[src/rtl/jedro_1_ifu_pkg.sv]
// Shared types and constants for the jedro_1 instruction fetch unit.
package jedro_1_ifu_pkg;

  localparam int          DATA_WIDTH        = 32;
  localparam int          FIFO_W            = 2 * DATA_WIDTH;
  localparam logic [31:0] BOOT_ADDR_DEFAULT = 32'h0000_0000;

  // Fetch FSM: idle/issuing, waiting for a live response, waiting to drop a stale one.
  typedef enum logic [1:0] {
    IFU_S_IDLE    = 2'd0,
    IFU_S_WAIT    = 2'd1,
    IFU_S_DISCARD = 2'd2
  } ifu_state_e;

  // One prefetch buffer entry: the instruction and the address it was fetched from.
  typedef struct packed {
    logic [DATA_WIDTH-1:0] addr;
    logic [DATA_WIDTH-1:0] instr;
  } fetch_entry_t;

  // Instruction fetches are always word aligned; low address bits are dropped.
  function automatic logic [DATA_WIDTH-1:0] word_align(input logic [DATA_WIDTH-1:0] a);
    return {a[DATA_WIDTH-1:2], 2'b00};
  endfunction

endpackage

[src/rtl/jedro_1_ifu_fifo.sv]
// Prefetch FIFO holding {addr, instr} entries; head is visible combinationally.
module jedro_1_ifu_fifo
  import jedro_1_ifu_pkg::*;
#(
  parameter int DEPTH = 2,
  localparam int PTR_W = $clog2(DEPTH),
  localparam int CNT_W = PTR_W + 1
) (
  input  logic              clk_i,
  input  logic              rstn_i,
  input  logic              push_i,
  input  logic              pop_i,
  input  logic              flush_i,
  input  logic [FIFO_W-1:0] data_i,
  output logic [FIFO_W-1:0] data_o,
  output logic [CNT_W-1:0]  count_o,
  output logic              full_o,
  output logic              empty_o
);

  logic [FIFO_W-1:0] mem_q [DEPTH];
  logic [PTR_W-1:0]  wr_ptr_q;
  logic [PTR_W-1:0]  rd_ptr_q;
  logic [CNT_W-1:0]  count_q;
  logic              do_push;
  logic              do_pop;

  assign empty_o = (count_q == '0);
  assign full_o  = (count_q == CNT_W'(DEPTH));
  assign count_o = count_q;
  assign do_push = push_i & ~full_o & ~flush_i;
  assign do_pop  = pop_i & ~empty_o & ~flush_i;

  // An empty buffer presents zeros so the decoder never sees stale words.
  assign data_o = empty_o ? '0 : mem_q[rd_ptr_q];

  // Pointer and occupancy tracking; flush behaves exactly like reset.
  always_ff @(posedge clk_i) begin
    if (!rstn_i || flush_i) begin
      wr_ptr_q <= '0;
      rd_ptr_q <= '0;
      count_q  <= '0;
    end else begin
      if (do_push) wr_ptr_q <= wr_ptr_q + PTR_W'(1);
      if (do_pop)  rd_ptr_q <= rd_ptr_q + PTR_W'(1);
      case ({do_push, do_pop})
        2'b10:   count_q <= count_q + CNT_W'(1);
        2'b01:   count_q <= count_q - CNT_W'(1);
        default: count_q <= count_q;
      endcase
    end
  end

  // Entry storage; contents need no reset because the count gates visibility.
  always_ff @(posedge clk_i) begin
    if (do_push) mem_q[wr_ptr_q] <= data_i;
  end

endmodule

[src/rtl/jedro_1_ifu.sv]
// RV32I instruction fetch unit: PC, single-outstanding memory request FSM, prefetch buffer.
module jedro_1_ifu
  import jedro_1_ifu_pkg::*;
#(
  parameter logic [31:0] BOOT_ADDR  = BOOT_ADDR_DEFAULT,
  parameter int          FIFO_DEPTH = 2
) (
  input  logic                  clk_i,
  input  logic                  rstn_i,
  output logic                  imem_req_o,
  input  logic                  imem_gnt_i,
  output logic [DATA_WIDTH-1:0] imem_addr_o,
  input  logic                  imem_rvalid_i,
  input  logic [DATA_WIDTH-1:0] imem_rdata_i,
  input  logic                  jmp_i,
  input  logic [DATA_WIDTH-1:0] jmp_addr_i,
  output logic                  instr_valid_o,
  input  logic                  instr_ready_i,
  output logic [DATA_WIDTH-1:0] instr_rdata_o,
  output logic [DATA_WIDTH-1:0] instr_addr_o
);

  localparam int               CNT_W   = $clog2(FIFO_DEPTH) + 1;
  localparam logic [CNT_W-1:0] DEPTH_C = CNT_W'(FIFO_DEPTH);

  ifu_state_e            state_q, state_d;
  logic [DATA_WIDTH-1:0] pc_q, pc_d;
  logic [DATA_WIDTH-1:0] pend_addr_q, pend_addr_d;

  logic                  req;
  logic                  push;
  logic                  pop;
  fetch_entry_t          push_entry;
  fetch_entry_t          head_entry;
  logic [FIFO_W-1:0]     fifo_head;
  logic [CNT_W-1:0]      fifo_count;
  logic [CNT_W-1:0]      count_plus1;
  logic                  fifo_full;
  logic                  fifo_empty;

  assign count_plus1     = fifo_count + CNT_W'(1);
  assign push_entry.addr  = pend_addr_q;
  assign push_entry.instr = imem_rdata_i;

  // Next-state logic: request issue with slot reservation, response routing, redirect.
  always_comb begin
    state_d     = state_q;
    pc_d        = pc_q;
    pend_addr_d = pend_addr_q;
    req         = 1'b0;
    push        = 1'b0;

    case (state_q)
      IFU_S_IDLE: begin
        // No response is outstanding, so a free FIFO slot is enough to issue.
        req = rstn_i & ~jmp_i & ~fifo_full;
        if (req && imem_gnt_i) begin
          state_d     = IFU_S_WAIT;
          pend_addr_d = pc_q;
          pc_d        = pc_q + 32'd4;
        end
      end

      IFU_S_WAIT: begin
        if (imem_rvalid_i) begin
          if (jmp_i) begin
            // Response for the old stream arrives with the redirect: drop it.
            state_d = IFU_S_IDLE;
          end else begin
            push = 1'b1;
            // Back-to-back issue only if a slot is still free after this push.
            req  = rstn_i & (count_plus1 < DEPTH_C);
            if (req && imem_gnt_i) begin
              pend_addr_d = pc_q;
              pc_d        = pc_q + 32'd4;
            end else begin
              state_d = IFU_S_IDLE;
            end
          end
        end else if (jmp_i) begin
          state_d = IFU_S_DISCARD;
        end
      end

      IFU_S_DISCARD: begin
        if (imem_rvalid_i) state_d = IFU_S_IDLE;
      end

      default: state_d = IFU_S_IDLE;
    endcase

    if (jmp_i) pc_d = word_align(jmp_addr_i);
  end

  // State, PC and pending-address registers.
  always_ff @(posedge clk_i) begin
    if (!rstn_i) begin
      state_q     <= IFU_S_IDLE;
      pc_q        <= BOOT_ADDR;
      pend_addr_q <= '0;
    end else begin
      state_q     <= state_d;
      pc_q        <= pc_d;
      pend_addr_q <= pend_addr_d;
    end
  end

  assign imem_req_o  = req;
  assign imem_addr_o = pc_q;

  assign instr_valid_o = ~fifo_empty;
  assign pop           = instr_valid_o & instr_ready_i;
  assign head_entry    = fifo_head;
  assign instr_rdata_o = head_entry.instr;
  assign instr_addr_o  = head_entry.addr;

  jedro_1_ifu_fifo #(
    .DEPTH (FIFO_DEPTH)
  ) u_fifo (
    .clk_i   (clk_i),
    .rstn_i  (rstn_i),
    .push_i  (push),
    .pop_i   (pop),
    .flush_i (jmp_i),
    .data_i  (push_entry),
    .data_o  (fifo_head),
    .count_o (fifo_count),
    .full_o  (fifo_full),
    .empty_o (fifo_empty)
  );

endmodule

[config.mk]
export PLATFORM = sky130hd
export DESIGN_NAME = jedro_1_ifu
export DESIGN_NICKNAME = d
export VERILOG_FILES = /design/src/rtl/jedro_1_ifu_pkg.sv /design/src/rtl/jedro_1_ifu_fifo.sv /design/src/rtl/jedro_1_ifu.sv
export SDC_FILE = /design/constraint.sdc
export NUM_CORES = 1
export LEC_CHECK = 0
export ABC_AREA = 1
export BUFFER_PORTS_ARGS = -buffer_cell sky130_fd_sc_hd__buf_2
export CAP_MARGIN = 0
export CELL_PAD_IN_SITES_DETAIL_PLACEMENT = 0
export CELL_PAD_IN_SITES_GLOBAL_PLACEMENT = 1
export CORE_UTILIZATION = 40
export DETAILED_ROUTE_END_ITERATION = 8
export PLACE_DENSITY = 0.75
export SLEW_MARGIN = 10
export SYNTH_ARGS = -nofsm -noshare
export SYNTH_HDL_FRONTEND = slang
export SYNTH_SLANG_ARGS = --single-unit
[constraint.sdc]
create_clock -name clk_i -period 6.35 [get_ports clk_i]
set_input_delay 0.3175 -clock clk_i [delete_from_list [all_inputs] [get_ports clk_i]]
set_output_delay 0.3175 -clock clk_i [all_outputs]
set_load 0.01 [all_outputs]
-- Yosys cells after proc, flatten, opt, wreduce, memory -nomap -nowiden
Memories as Yosys holds them, arrays and structs flattened. A register that Yosys moved wholly into a read port is not among the register bits.
Cells that the tools add are included.
W data, S select, Z words.
- bitwise gates (word level): 12
- mux-type cells: 29
- add/sub/neg operators: 5
- eq/ne operators: 14
- order comparisons: 1
- reductions and logical operators: 14
- operators with widths (cell ; number):
    $mux W32 ; 8
    $pmux W32 S2 ; 2
    $mux W64 ; 1
    $add A32 B3 Y32 const B ; 1
    $mux W2 ; 6
    $ne A3 B3 Y1 const B ; 4
    $reduce_and A4 Y1 ; 3
    $ne A2 B2 Y1 const B ; 5
    $mux W1 ; 9
    $and A1 B1 Y1 ; 8
    $eq A2 B2 Y1 const B ; 3
    $pmux W2 S3 ; 1
    $reduce_and A5 Y1 ; 1
    $eq A2 B1 Y1 const B ; 2
    $logic_not A2 Y1 ; 2
    $not A1 Y1 ; 4
    $pmux W2 S2 ; 1
    $reduce_bool A2 Y1 ; 2
    $reduce_bool A3 Y1 ; 1
    $add A1 B1 Y1 const B ; 2
    $add A2 B1 Y2 const B ; 1
    $logic_and A1 B1 Y1 ; 2
    $lt A2 B2 Y1 const B ; 1
    $pmux W1 S2 ; 1
    other kinds (4) ; 4
- memories kept: 1
- RAM bits: 128
- output and inout bits: 98
- register bits after elaboration: 70
- memories (memory ; words ; bits a word ; read ports ; clocked after memory_dff ; wr ports ; RTL line ; source):
    u_fifo.mem_q ; 2 ; 64 ; 1 ; 1 ; 1 ; jedro_1_ifu_fifo.sv:21 ; logic [FIFO_W-1:0] mem_q [DEPTH];

-- Longest topological paths before layout
- word-level depth: 8
- mapped depth: 13
- mapped depth without buffers: 12

-- Hierarchy
A second synthesis with hierarchy kept.
- cell total of the unflattened synthesis: 904
- area total of the unflattened synthesis: 8634.5 µm²
- modules (own cells, without submodules) (module ; seq. area each (µm²) ; cells each ; area each (µm²) ; times used):
    jedro_1_ifu_fifo ; 3943.8 ; 382 ; 5241.3 ; 1
    jedro_1_ifu ; 1241.2 ; 522 ; 3393.3 ; 1

-- Least setup slack after synthesis
No wires, ideal clock.
- path type: in2reg
- start point: in jmp_i
- end point: mem u_fifo.mem_q[1][0] (netlist bit), enable pin
- setup slack: 2.423 ns
- buffers on the path: 1
- arrival: 3.443 ns
- library setup time: 0.484 ns
- cell stages on the path: 4
- cell sequence: clkbuf_1 -> nor2_1 -> nand3_1 -> nor2_1
- longest elaborated chain between the ends: 7
- elaborated cells between the ends (all ways): 8
- those cells by class: 5 x mux; 3 x bitwise
- RTL lines (element ; RTL line ; source):
    start: declaration ; jedro_1_ifu.sv:15 ; input logic jmp_i,
    $mux W1 ; jedro_1_ifu.sv:66 ; if (jmp_i) begin
    $mux W1 ; jedro_1_ifu.sv:65 ; if (imem_rvalid_i) begin
    $mux W1 ; jedro_1_ifu.sv:53 ; case (state_q)
    $and A1 B1 Y1 ; jedro_1_ifu_fifo.sv:31 ; assign do_push = push_i & ~full_o & ~flush_i;
    $and A1 B1 Y1 (*) ; jedro_1_ifu_fifo.sv:31 ;
    $mux W1 (*) ; jedro_1_ifu_fifo.sv:56 ; if (do_push) mem_q[wr_ptr_q] <= data_i;
    $mux W1 (implied by the code) (*) ; jedro_1_ifu_fifo.sv:56 ;
    end: declaration ; jedro_1_ifu_fifo.sv:21 ;
Mark *: on every way between the ends. The rest lies on a longest branch, timed or not.

-- Final worst setup path
- start point: in jmp_i
- end point: reg pc_q[20] (netlist: imem_addr_o[20])
- longest elaborated chain between the ends: 6
- elaborated cells between the ends (all ways): 10
- those cells by class: 3 x eq/ne; 1 x mux; 3 x bitwise; 3 x reduce/logical
- RTL lines (element ; RTL line ; source):
    $not A1 Y1 ; jedro_1_ifu.sv:56 ; req = rstn_i & ~jmp_i & ~fifo_full;
    $and A1 B1 Y1 (2 in a row) ; jedro_1_ifu.sv:56 ;
    $logic_and A1 B1 Y1 ; jedro_1_ifu.sv:57 ; if (req && imem_gnt_i) begin
    $ne A3 B3 Y1 (no source line) ; n/a ;
    $reduce_and A4 Y1 (no source line) ; n/a ;
    end signal: assignment ; jedro_1_ifu.sv:103 ; pc_q <= pc_d;
    end: declaration ; jedro_1_ifu.sv:27 ; logic [DATA_WIDTH-1:0] pc_q, pc_d;
Several ways; a longest one is shown, not always the timed one.
A chain may end at the register's enable or synchronous reset.

==> flow_metrics.py <==
metrics = {
    "critical_path": {
        "crit_required_ps": 6700,
        "worst-setup-path-type": "primary input to register",
        "start_kind": "primary input",
        "cp_data_arrival_time_ps": 3720,
        "crit_path_end_kind": "register",
        "cp_max_fo": 70,
    },
    "routing": {
        "met3RoutedLength_um": 1230,
        "dr.first_iter.drc_count": 461,
        "drt-met1-wl_um": 9490,
        "drtPass1Iterations": 5,
        "drc_errors": 0,
        "antenna_left": 0,
        "wl_per_cell_um": 14.7,
        "routed.top_layer": "met4",
        "wl_met2_um": 8820,
        "vias": 6450,
        "avgViaCountPerCell": 4.80,
        "routed_wirelength_um": 19700,
    },
    "sta": {
        "final_max_slew_viol_count": 0,
        "setup_viol": 0,
        "layout_min_cycle_time_ps": 3370,
        "max_slew.worst_pin.slew_ps": 1040,
        "clock_skew_ps": 10.9,
        "maxSlewHeadroom_pct": 30.5,
        "fin_tns_setup_ps": 0,
        "hold_viol": 0,
        "max_freq_mhz": 296,
        "fin_ws_ps": 2980,
        "period_share_pct": 53.1,
        "rsz0062_at_grt": "no",
    },
    "power_and_ir_drop": {
        "ir_worst_vdd_mv": 0.178,
        "power.static_leakage_nw": 3.86,
        "p_per_area_mw_per_mm2": 265,
    },
    "placement": {
        "place_congestion": 0.805,
        "place_area_mm2": 0.00940,
        "io_buffers": 161,
        "post-place-ws_ps": 2500,
        "dp_hpwl_um": 13000,
    },
    "yosys": {
        "ys_warn_count": 0,
        "synth_cell_types": 38,
        "syn_area_per_cell_um2": 9.19,
        "ys_ff_latch": 191,
        "synth_top_area_share_pct": 43.9,
        "netlist_area_mm2": 0.00848,
        "synth_top_area_cell": "edfxtp_1",
        "synth_seq_area_share_pct": 59.7,
        "synth_area_leaders": "edfxtp_1, dfxtp_1, nor2_1, nand2_1, o21ai_0",
        "syn_inst": 923,
    },
    "finish": {
        "drive_gt1_share_pct": 23.1,
        "num-nets-final": 1136,
        "n_antenna_cell": 0,
        "post-route-cell-area_mm2": 0.00996,
        "area_growth_pct": 17.5,
    },
    "cts": {
        "ctsRootBufferMaster": "clkbuf_16",
        "clkLatencyLatePin_ps": 420,
        "post-cts-setup-buffers": 0,
        "cts_sinks": 191,
        "ctsHoldBuffers": 0,
        "cts.htree.levels": 4,
        "numCtsBuffers": 17,
        "clockBufferDepth": 2,
        "cts_resized": 0,
        "clk_pin_slew_ps": 70,
        "cts_tree": "done",
    },
    "grt": {
        "grt_usage_pct": 18.5,
        "grt_pass1_vias": 5965,
        "antenna_found_initial": 0,
        "grt_max_degree": 71,
        "grt_pass1_wl_um": 31300,
        "overflow": 0,
    },
    "hold_path": {
        "min_path_type": "primary input to register",
    },
    "run_status": {
        "status": "completed",
    },
    "floorplanning": {
        "io_pins": 168,
        "fp.dieW_um": 148,
        "die_y_um": 148,
        "rows": 52,
        "initial_utilization_pct": 41.4,
        "core-area_mm2": 0.0205,
        "die-area_mm2": 0.0218,
    },
    "flow_run": {
        "maxCapViolCount": 0,
    },
}
synthesized netlist by cell type (all sizes together):
cell,n
nand4,5
clkbuf,30
clkinv,2
conb,1
dfxtp,67
o21ai,83
nor3b,1
xnor2,3
nand2,196
nand3,62
nor2,209
and3,2
a21oi,51
ha,4
nor3,9
xor2,5
nand3b,1
buf,21
or2,2
edfxtp,124
and2,2
inv,43
kinds of logic (layout without fill, tap and decap cells):
group / Yosys count / in the layout / synth area share (%)
xor+xnor: 8 / 8 / 0.826
simple gates: 489 / 489 / 24.9
buf+inv: 96 / 245 / 5.64
other cells: 1 / 4 / 0.0442
compound gates: 134 / 134 / 8.26
flops: 191 / 191 / 59.7
fa+ha+maj: 4 / 4 / 0.590
layer usage:
metal,vias to the layer above,track usage (%)
met4,0,5.26
met3,15,3.43
met5,-,0
met2,197,29.0
li1,3339,-
met1,2899,26.1
layout by cell type (no fill, tap or decap), drive strengths merged, types with 5 or more instances in the layout:
cell type    n
a21oi       51
buf        168
clkbuf      18
clkinv       6
dfxtp       67
edfxtp     124
inv         51
nand2      196
nand3       62
nand4        5
nor2       209
nor3         9
o21ai       83
xor2         5
path summary, 6_finish.rpt:
| kind | from | to | slack [ps] | cells after the start |
|---|---|---|---|---|
| setup reg to reg | u_fifo.count_o[0]$_SDFFE_PP0P_ | imem_addr_o[20]$_SDFFE_PN0P_ | 3160 | 11 |
| hold / removal | imem_rdata_i[5] | u_fifo.mem_q[0][5]$_DFFE_PP_ | 80 | 1 |
| setup / recovery | jmp_i | imem_addr_o[20]$_SDFFE_PN0P_ | 2980 | 11 |
| hold reg to reg | pend_addr_q[20]$_SDFFE_PN0P_ | u_fifo.mem_q[1][52]$_DFFE_PP_ | 450 | 0 |
power breakdown:
part | total [mW] | switching, mW | leakage [nW] | internal [mW]
clock | 1.02 | 0.463 | 0.283 | 0.558
sequential | 1.40 | 0.0438 | 1.59 | 1.35
combinational | 0.227 | 0.148 | 1.99 | 0.0789
area by class of cell:
type | count | area [µm²]
clock buffer | 18 | 439
sequential | 191 | 5070
timing repair buffer | 168 | 858
inverter | 45 | 174
fill | 2006 | 10500
multi-input combinational | 639 | 2960
clock inverter | 14 | 126
tap | 270 | 338
flip-flops by register name, summed over array words and instances, names as in the netlist, named ones only:
name             cells
imem_addr_o         30
pend_addr_q         30
state_q              2
u_fifo.count_o       2
u_fifo.mem_q       124
u_fifo.rd_ptr_q      1
u_fifo.wr_ptr_q      1
through the flow:
stage                     power, mW  hold WS, ps  utilization [%]  instances
after floorplan                1.58          416                -        926
after global placement         1.65          433             45.9       1313
after detailed placement       1.65          437             45.9       1313
after CTS                      2.68         58.1             48.6       1345
after global routing           2.75         62.1             48.6       1345
final                          2.64         81.4             48.6       1345
critical path, stage by stage:
cell     delay, ps
buf_2          290
inv_2          100
buf_4          600
nand4_2        150
nand2_2        140
inv_2           50
nor2_4         710
nand2_2        820
nand2_1        300
nand2_1         80
a21oi_1        110
Note: power is estimated with default switching activity, not from simulation.
